[src/rtl/clut_rle_pkg.sv]
`default_nettype none
// ============================================================================
// Module      : clut_rle_pkg
// Description : Shared types and constants for the multi-mode CLUT
//               run-length decoder.
// Revision    : 1.0 - initial release
// ============================================================================
package clut_rle_pkg;

    localparam int LINE_WIDTH_DEFAULT = 384;

    // Decode mode as sampled at reset / line start (3 is reserved -> passthrough)
    typedef enum logic [1:0] {
        PASSTHROUGH = 2'd0,
        RL7         = 2'd1,
        RL3         = 2'd2
    } rle_mode_e;

    // Decoder sequencing states
    typedef enum logic [2:0] {
        FETCH     = 3'd0,
        SECOND    = 3'd1,
        GET_COUNT = 3'd2,
        RUN       = 3'd3,
        RUN_EOL   = 3'd4
    } rle_state_e;

endpackage
`default_nettype wire

[src/rtl/line_pixel_counter.sv]
`default_nettype none
// ============================================================================
// Module      : line_pixel_counter
// Description : Counts pixels left in the current display line. Reloads the
//               line width on the last pixel and pulses eol one cycle later.
// Revision    : 1.0 - initial release
// ============================================================================
module line_pixel_counter #(
    parameter int LINE_WIDTH = 384,
    parameter int COUNT_W    = 11
) (
    input  logic               clk,
    input  logic               reset_n,
    input  logic               count_en,
    input  logic               resync,
    output logic [COUNT_W-1:0] remaining,
    output logic               eol
);

    localparam logic [COUNT_W-1:0] c_LINE_WIDTH = COUNT_W'(LINE_WIDTH);
    localparam logic [COUNT_W-1:0] c_ONE        = COUNT_W'(1);

    logic [COUNT_W-1:0] r_remaining;
    logic               r_eol;

    // Down-count per pixel; resync restarts the line without counting
    always_ff @(posedge clk) begin
        if (!reset_n) begin
            r_remaining <= c_LINE_WIDTH;
            r_eol       <= 1'b0;
        end else if (resync) begin
            r_remaining <= c_LINE_WIDTH;
            r_eol       <= 1'b0;
        end else if (count_en) begin
            if (r_remaining == c_ONE) begin
                r_remaining <= c_LINE_WIDTH;
                r_eol       <= 1'b1;
            end else begin
                r_remaining <= r_remaining - c_ONE;
                r_eol       <= 1'b0;
            end
        end else begin
            r_eol <= 1'b0;
        end
    end

    assign remaining = r_remaining;
    assign eol       = r_eol;

endmodule
`default_nettype wire

[src/rtl/clut_rle_multi.sv]
`default_nettype none
// ============================================================================
// Module      : clut_rle_multi
// Description : Byte-stream to per-pixel CLUT index decoder supporting
//               passthrough, RL7 and RL3 run-length modes, with line-length
//               tracking, line resync and end-of-line run truncation.
// Revision    : 1.0 - initial release
// ============================================================================
module clut_rle_multi
    import clut_rle_pkg::*;
#(
    parameter int LINE_WIDTH = LINE_WIDTH_DEFAULT,
    parameter int COUNT_W    = 11
) (
    input  logic       clk,
    input  logic       reset_n,
    input  logic [1:0] mode,
    input  logic       line_start,
    input  logic [7:0] src_pixel,
    input  logic       src_write,
    output logic       src_strobe,
    output logic [7:0] dst_pixel,
    output logic       dst_write,
    input  logic       dst_strobe,
    output logic       eol,
    output logic       overrun
);

    rle_state_e         r_state;
    logic [1:0]         r_mode_q;
    logic               r_phase;
    logic [8:0]         r_run_cnt;
    logic [6:0]         r_hold_a;
    logic [2:0]         r_hold_b;
    logic               r_overrun;

    logic               w_rl7;
    logic               w_rl3;
    logic [7:0]         w_run_pix;
    logic               w_pix_xfer;
    logic               w_line_end;
    logic [COUNT_W-1:0] w_remaining;

    // Decoding is only active out of reset; reserved mode falls back to passthrough
    assign w_rl7      = reset_n && (r_mode_q == RL7);
    assign w_rl3      = reset_n && (r_mode_q == RL3);
    // RL3 hold_a is stored zero-extended, so one expression covers both modes
    assign w_run_pix  = (w_rl3 && r_phase) ? {5'b0, r_hold_b} : {1'b0, r_hold_a};
    assign w_pix_xfer = dst_write & dst_strobe;
    // Last pixel of the line is leaving this cycle (line_start overrides counting)
    assign w_line_end = w_pix_xfer && !line_start && (w_remaining == COUNT_W'(1));

    line_pixel_counter #(
        .LINE_WIDTH (LINE_WIDTH),
        .COUNT_W    (COUNT_W)
    ) u_counter (
        .clk       (clk),
        .reset_n   (reset_n),
        .count_en  (w_pix_xfer & ~line_start),
        .resync    (line_start),
        .remaining (w_remaining),
        .eol       (eol)
    );

    // Handshake and pixel selection; literals fall straight through from src
    always_comb begin
        dst_pixel  = src_pixel;
        dst_write  = src_write;
        src_strobe = dst_strobe;
        if (w_rl7 || w_rl3) begin
            case (r_state)
                FETCH: begin
                    if (src_pixel[7]) begin
                        dst_write  = 1'b0;
                        src_strobe = src_write;
                    end else if (w_rl7) begin
                        dst_pixel = {1'b0, src_pixel[6:0]};
                    end else begin
                        // First index of an RL3 pair; byte is held for SECOND
                        dst_pixel  = {5'b0, src_pixel[6:4]};
                        src_strobe = 1'b0;
                    end
                end
                SECOND: begin
                    dst_pixel  = {5'b0, r_hold_b};
                    dst_write  = 1'b1;
                    src_strobe = dst_strobe;
                end
                GET_COUNT: begin
                    dst_write  = 1'b0;
                    src_strobe = src_write;
                end
                RUN, RUN_EOL: begin
                    dst_pixel  = w_run_pix;
                    dst_write  = 1'b1;
                    src_strobe = 1'b0;
                end
                default: begin
                    dst_write  = 1'b0;
                    src_strobe = 1'b0;
                end
            endcase
        end
    end

    // Decoder sequencing: line_start aborts everything, runs end on count or eol
    always_ff @(posedge clk) begin
        if (!reset_n) begin
            r_state   <= FETCH;
            r_phase   <= 1'b0;
            r_run_cnt <= 9'd0;
            r_mode_q  <= mode;
            r_overrun <= 1'b0;
            r_hold_a  <= 7'd0;
            r_hold_b  <= 3'd0;
        end else if (line_start) begin
            r_state   <= FETCH;
            r_phase   <= 1'b0;
            r_run_cnt <= 9'd0;
            r_mode_q  <= mode;
            r_overrun <= 1'b0;
        end else begin
            r_overrun <= 1'b0;
            case (r_state)
                FETCH: begin
                    if ((w_rl7 || w_rl3) && src_write && src_pixel[7]) begin
                        r_hold_a <= w_rl7 ? src_pixel[6:0] : {4'b0, src_pixel[6:4]};
                        r_hold_b <= src_pixel[2:0];
                        r_state  <= GET_COUNT;
                    end else if (w_rl3 && w_pix_xfer) begin
                        r_hold_b <= src_pixel[2:0];
                        r_state  <= SECOND;
                    end
                end
                SECOND: begin
                    if (w_pix_xfer) begin
                        r_state <= FETCH;
                    end
                end
                GET_COUNT: begin
                    if (src_write) begin
                        r_phase <= 1'b0;
                        if (src_pixel == 8'd0) begin
                            r_state <= RUN_EOL;
                        end else begin
                            r_run_cnt <= w_rl3 ? {src_pixel, 1'b0} : {1'b0, src_pixel};
                            r_state   <= RUN;
                        end
                    end
                end
                RUN: begin
                    if (w_pix_xfer) begin
                        r_phase <= ~r_phase;
                        if (w_line_end && (r_run_cnt > 9'd1)) begin
                            r_overrun <= 1'b1;
                            r_run_cnt <= 9'd0;
                            r_state   <= FETCH;
                        end else if (r_run_cnt == 9'd1) begin
                            r_run_cnt <= 9'd0;
                            r_state   <= FETCH;
                        end else begin
                            r_run_cnt <= r_run_cnt - 9'd1;
                        end
                    end
                end
                RUN_EOL: begin
                    if (w_pix_xfer) begin
                        r_phase <= ~r_phase;
                        if (w_line_end) begin
                            r_state <= FETCH;
                        end
                    end
                end
                default: begin
                    r_state <= FETCH;
                end
            endcase
        end
    end

    assign overrun = r_overrun;

endmodule
`default_nettype wire

[config.mk]
export PLATFORM = sky130hd
export DESIGN_NAME = clut_rle_multi
export DESIGN_NICKNAME = d
export VERILOG_FILES = /design/src/rtl/clut_rle_pkg.sv /design/src/rtl/line_pixel_counter.sv /design/src/rtl/clut_rle_multi.sv
export SDC_FILE = /design/constraint.sdc
export NUM_CORES = 1
export LEC_CHECK = 0
export BUFFER_PORTS_ARGS = -buffer_cell sky130_fd_sc_hd__buf_4
export CAP_MARGIN = 0
export CORE_UTILIZATION = 43
export DETAILED_ROUTE_END_ITERATION = 7
export MAX_ROUTING_LAYER = met4
export PLACE_DENSITY = 0.71
export SLEW_MARGIN = 20
export SYNTH_ARGS = -nofsm -noshare
export SYNTH_HDL_FRONTEND = slang
export SYNTH_SLANG_ARGS = --single-unit
[constraint.sdc]
create_clock -name clk -period 5.58 [get_ports clk]
set_input_delay 0.279 -clock clk [delete_from_list [all_inputs] [get_ports clk]]
set_output_delay 0.279 -clock clk [all_outputs]
set_load 0.03 [all_outputs]
# After elaboration in Yosys (flattened, before gate mapping)
# Cells that the tools add are included.
[word_totals]
elab_cells = 105
register_bits = 38
output_inout_bits = 12
inputBits = 15
[op_classes]
n_reduce_logical = 26
n_lt_le_gt_ge = 1
n_addsub = 2
n_mux = 41
n_bitwise = 8
eq_ne = 18
[ops]
columns = ["op", "count"]
rows = [
  ["9-bit two-way mux", 6],
  ["3-bit two-way mux", 12],
  ["8-bit case mux with 3 select lines", 1],
  ["7-bit two-way mux", 3],
  ["9-bit case mux with 2 select lines", 1],
  ["8-bit two-way mux", 2],
  ["3-bit case mux with 5 select lines", 1],
  ["2-bit inequality test (second input constant)", 6],
  ["11-bit by 1-bit == test with 1-bit output (second input constant)", 1],
  ["11-bit two-way mux", 1],
  ["11-bit by 1-bit subtractor with 11-bit output (second input constant)", 1],
  ["9-bit by 1-bit == test with 1-bit output (second input constant)", 1],
  ["9-bit by 1-bit greater-than comparator with 1-bit output (second input constant)", 1],
  ["1-bit logical AND", 9],
  ["1-bit two-way mux", 9],
  ["3-bit AND reduction", 3],
  ["9-bit by 1-bit subtractor with 9-bit output (second input constant)", 1],
  ["8-bit zero test", 1],
  ["7-bit AND reduction", 1],
  ["3-bit by 2-bit == test with 1-bit output (second input constant)", 2],
  ["3-bit inequality test (second input constant)", 2],
  ["1-bit inverter", 6],
  ["2-bit nonzero test", 3],
  ["3-bit OR reduction", 2],
  ["other kinds (15)", 20],
]

# Depth between registers and ports, before layout
[logic_depth]
depth_word = 11
ltp_mapped = 9
depth_no_buf = 8

# Hierarchy
# From an unflattened synthesis, not the netlist that was laid out.
[hier_totals]
cells_unflattened = 305
area_unflattened_um2 = 2449.8
[modules_own_cells]
columns = ["mod", "instances", "seq_area_each_um2", "cells_each", "area_each_um2"]
rows = [
  ["clut_rle_multi", 1, 540.5, 240, 1871.8],
  ["line_pixel_counter", 1, 240.2, 65, 578.1],
]

# Worst setup path before layout
# Ideal clock, no wire load.
[synth_timing]
kind = "reg2reg"
from = "register u_counter.r_remaining[6] (netlist: u_counter.remaining[6])"
to = "register r_run_cnt[8]"
path_slack_ns = 3.312
period_less_slack_ns = 2.268
setup_ns = 0.135
required_ns = 5.445
n_path_buf = 1
t_arrival_ns = 2.133
path_stages_with_launch = 8
cell_sequence = "dfxtp_1 -> or4_4 -> or4_4 -> a211oi_1 -> buf_2 -> nor4b_1 -> o21ai_0 -> a21oi_1"
[synth_via]
elab_chain_len = 6
[synth_rtl]
columns = ["element", "line_no", "rtl"]
rows = [
  ["start: declaration", "line_pixel_counter.sv:23", "logic [COUNT_W-1:0] r_remaining;"],
  ["start signal: assignment", "line_pixel_counter.sv:29", "r_remaining <= c_LINE_WIDTH;"],
  ["start signal: assignment", "line_pixel_counter.sv:32", "r_remaining <= c_LINE_WIDTH;"],
  ["start signal: assignment", "line_pixel_counter.sv:36", "r_remaining <= c_LINE_WIDTH;"],
  ["11-bit by 1-bit == test with 1-bit output", "clut_rle_multi.sv:51", "assign w_line_end = w_pix_xfer && !line_start && (w_remaining == COUNT_W'(1));"],
  ["1-bit logical AND", "clut_rle_multi.sv:51", ""],
  ["1-bit logical AND", "clut_rle_multi.sv:154", "if (w_line_end && (r_run_cnt > 9'd1)) begin"],
  ["9-bit two-way mux", "clut_rle_multi.sv:154", ""],
  ["9-bit two-way mux", "clut_rle_multi.sv:152", "if (w_pix_xfer) begin"],
  ["9-bit case mux with 2 select lines", "clut_rle_multi.sv:124", "case (r_state)"],
  ["end signal: assignment", "clut_rle_multi.sv:146", "r_run_cnt <= w_rl3 ? {src_pixel, 1'b0} : {1'b0, src_pixel};"],
  ["end signal: assignment", "clut_rle_multi.sv:162", "r_run_cnt <= r_run_cnt - 9'd1;"],
  ["end: declaration", "clut_rle_multi.sv:32", "logic [8:0] r_run_cnt;"],
]
# No other way between the ends. The select of a mux whose other input is x is not followed.
# A chain may end at the register's enable or synchronous reset.

# Worst setup path in the final report
[layout_timing]
from = "register r_state[2]"
to = "register r_run_cnt[0]"
[layout_via]
elab_chain_len = 11
elab_cells_between_ends = 20
classes_between = "7 x eq/ne; 5 x mux; 1 x bitwise; 7 x reduce/logical"
[layout_rtl]
columns = ["element", "line_no", "rtl"]
rows = [
  ["start: declaration", "clut_rle_multi.sv:29", "rle_state_e r_state;"],
  ["start signal: assignment", "clut_rle_multi.sv:109", "r_state <= FETCH;"],
  ["start signal: assignment", "clut_rle_multi.sv:117", "r_state <= FETCH;"],
  ["start signal: assignment", "clut_rle_multi.sv:129", "r_state <= GET_COUNT;"],
  ["3-bit == test (tied with other cells)", "clut_rle_multi.sv:71", "case (r_state)"],
  ["3-bit OR reduction (no source line)", "n/a", ""],
  ["1-bit case mux with 2 select lines", "clut_rle_multi.sv:71", ""],
  ["1-bit two-way mux", "clut_rle_multi.sv:70", "if (w_rl7 || w_rl3) begin"],
  ["1-bit AND", "clut_rle_multi.sv:49", "assign w_pix_xfer = dst_write & dst_strobe;"],
  ["1-bit logical AND (2 in a row)", "clut_rle_multi.sv:51", ""],
  ["1-bit logical AND", "clut_rle_multi.sv:154", ""],
  ["9-bit two-way mux", "clut_rle_multi.sv:154", ""],
  ["9-bit two-way mux", "clut_rle_multi.sv:152", ""],
  ["9-bit case mux with 2 select lines", "clut_rle_multi.sv:124", ""],
]
# Several ways; a longest one is shown, not always the timed one. The select of a mux whose other input is x is not followed.

==> qor.yml <==
run_status:
  status: "complete, no violations"
timing:
  maxSlewViolCount: 0
  skew_ns: 0.00561
  slew_headroom_pct: 37.3
  min_period_over_period_pct: 49.8
  hold_viol: 0
  report.final.setup_viol: 0
  fin_crit_ns: 2.78
  rsz0062_at_grt: "no"
  setup_tns_ns: 0
  fmax_mhz: 360
  tightest_slew_ns: 0.917
critical_path:
  worstPathArrival_ns: 2.92
  slowest_stage: "a211oi_2"
  worst_path_largest_cell_delay_ns: 0.70
  reg2reg_depth: 6
  rrSetupSlack_ns: 2.80
  critPathCaptureType: "flip-flop"
  crit_path_end: "r_run_cnt[0]"
  worstReg2RegEnd: "r_run_cnt[0]"
  path_cells: "nor3b_1 > o211ai_1 > a211oi_2 > nor2_1 > a32oi_1 > a211oi_1"
  crit_type: "flip-flop to flip-flop"
  crit_required_ns: 5.73
  critPathLaunchType: "flip-flop"
  r2r_start: "r_state[2]"
  crit_start: "r_state[2]"
  critical_path.max_fanout: 11
power:
  power_uw: 588
  p_per_area_mw_per_mm2: 219
  ir_worst_vdd_mv: 0.150
  power_leakage_uw: 0.000980
route:
  wl_per_cell_um: 15.1
  dr.first_iter.drc_count: 230
  detail_route.first_pass.iterations: 4
  drc: 0
  drt-total-wl_mm: 5.94
  antenna_left: 0
  viasPerCell: 5.86
  via_count: 2307
logic_synthesis:
  yosysTopAreaCell: "dfxtp_1"
  ys_types: 51
  netlist_area_mm2: 0.00236
  synth_fa_ha_area_share_pct: 2.12
  yosys-top-cells-count: "39 x nor2_1, 36 x dfxtp_1, 29 x nand2_1"
  postSynthAreaPerCell_um2: 7.78
  synthMostInstantiatedCell: "nor2_1"
  synthFlopType: "dfxtp_1"
  synth_edf_count: 2
  synth_top_family_by_area: "simple AND/OR/NAND/NOR gates"
  syn_inst: 303
  synth_top_area_share_pct: 30.6
  synth-compound-area-share_pct: 23.3
  synth-seq-cells: 38
  syn_nets: 322
  synth-xor-area-share_pct: 4.83
  async_reset_ff_share_pct: 0
  synthSimpleGateAreaFrac_pct: 28.7
  synth_mux_area_share_pct: 3.82
  yosys_warnings: 0
  synth-seq-area-share_pct: 33.1
  synth_area_leaders: "dfxtp_1 31%, nor2_1 6.2%, nand2_1 4.6%"
clock_tree:
  clockBufferDepth: 2
  clk_latency_ns: 0.29
  clk_root_buffer_cell: "clkbuf_8"
  cts_resized: 0
  cts_tree: "yes"
  cts.clk_slew.worst_paths_ns: 0.08
  h-tree-depth: 2
  post_cts_buffers: 0
  holdBufCountCts: 0
  cts_buffers: 5
  cts.sinks: 38
final_layout:
  syn2layout_area_growth_pct: 13.9
  n_antenna_cell: 0
  drive_gt1_share_pct: 13.3
  layout.nets: 342
  fill_cells: 524
placed_design:
  gp_congestion: 0.884
  hpwlAfterDp_mm: 4.41
  io_buffers: 26
global_routing:
  antenna_found_initial: 0
  grt_pass1_vias: 2157
  grt_pass1_wl_mm: 10.1
  overflow: 0
  grt_start_max_net_pins: 19
  grt_use_total_pct: 22.3
floorplanning:
  start_util_pct: 45.3
  io_pins: 27
  rows: 26
  dieArea_mm2: 0.00578
  die_w_um: 76.0
  die_h_um: 76.0
  core_mm2: 0.00520
flow_run:
  max-cap-violations: 0
worst_hold_path:
  min_path_type: "input pin to flip-flop"
sequential cells by signal, indices dropped and copies added (netlist names):
| signal | count |
|---|---|
| r_hold_a | 7 |
| r_state | 3 |
| r_phase | 1 |
| r_mode_q | 2 |
| r_run_cnt | 9 |
| u_counter.remaining | 11 |
| u_counter.eol | 1 |
| r_hold_b | 3 |
| overrun | 1 |
cell families (layout without fill, tap and decap cells):
family,Yosys count,in the layout
AOI/OAI and AO/OA,81,81
xor gates and xnor gates,13,13
adders and majority gates,4,4
buffers and inverters,25,46
DFF,38,38
muxes,9,9
and+or+nand+nor,133,133
metal layers:
metal | global-route usage, % | vias to the layer above | part of all wire [%]
met2 | 35.5 | 79 | 46
met1 | 28.4 | 1060 | 46
met5 | - | - | 0
met3 | 3.59 | 15 | 5.2
li1 | - | 1153 | -
met4 | 8.27 | 0 | 2.0
worst max-delay path: cells and delay by family (launching register included):
| family | cells | cell delay (ns) |
|---|---|---|
| DFF | 1 | 0.50 |
| AOI/OAI and AO/OA | 4 | 1.42 |
| and+or+nand+nor | 2 | 0.72 |
area by class of cell:
cell class,instances,area (um2),share of cell area (%)
clock buffers,6,72.6,2.71
clock inverters,2,10.0,0.373
inverters,10,37.5,1.40
multi-input cells,240,1480,55.3
flip-flops and latches,38,781,29.1
well taps,70,87.6,3.26
repair buffers,28,210,7.84
how the worst min path moves through the flow:
stage	start	to	slack [ns]	cells after the start
finish	mode[1]	r_mode_q[1]	0.16	1
global placement	r_hold_a[5]	r_hold_a[5]	0.44	2
detailed placement	r_hold_a[4]	r_hold_a[4]	0.45	2
floorplan	mode[0]	r_mode_q[0]	0.38	0
CTS	mode[0]	r_mode_q[0]	0.16	1
global route	mode[1]	r_mode_q[1]	0.15	1
report_power, final:
group / leakage (uW) / switching (uW) / internal [uW] / total [uW]
registers: 0.000311 / 8.22 / 279 / 288
clock network: 0.0000450 / 95.4 / 86.6 / 182
logic: 0.000624 / 73.5 / 45.1 / 119
total: 0.000980 / 177 / 411 / 588
cells in the final DEF (no fill, tap or decap), types with 2 or more instances in the layout:
master,synthesis,layout
nor3b_1,5,5
nor3_1,10,10
nand2_1,29,29
o31ai_1,3,3
nor4_1,6,6
a31oi_1,2,2
o21ai_0,21,21
nand3b_1,5,5
mux2i_1,9,9
xnor2_1,5,5
o32ai_1,2,2
nand2b_1,4,4
dfxtp_1,36,36
a221oi_1,2,2
o211ai_1,2,2
and3b_1,2,2
edfxtp_1,2,2
a211oi_1,10,9
clkbuf_8,0,5
or4_4,2,2
nand3_1,15,15
xor2_1,8,8
nor2_1,39,39
inv_1,10,10
buf_4,0,28
or2_2,2,2
clkinv_2,0,2
a211o_1,2,2
ha_1,4,4
and3_1,3,3
a21oi_1,18,18
nor4b_1,3,3
a22o_1,4,4
a222oi_1,3,3
and2_1,4,4
stage by stage:
step / hold WS (ns) / worst slack [ns] / instance area [um2] / util, % / std cells
detailed placement: 0.449 / 2.47 / 2590 / 49.9 / 386
floorplan: 0.378 / 3.31 / 2360 / - / 303
global route: 0.148 / 2.55 / 2680 / 51.5 / 394
global placement: 0.439 / 2.59 / 2590 / 49.9 / 386
CTS: 0.159 / 2.47 / 2680 / 51.4 / 394
finish: 0.163 / 2.80 / 2680 / 51.5 / 394
Power figures use the tool's default switching activity.
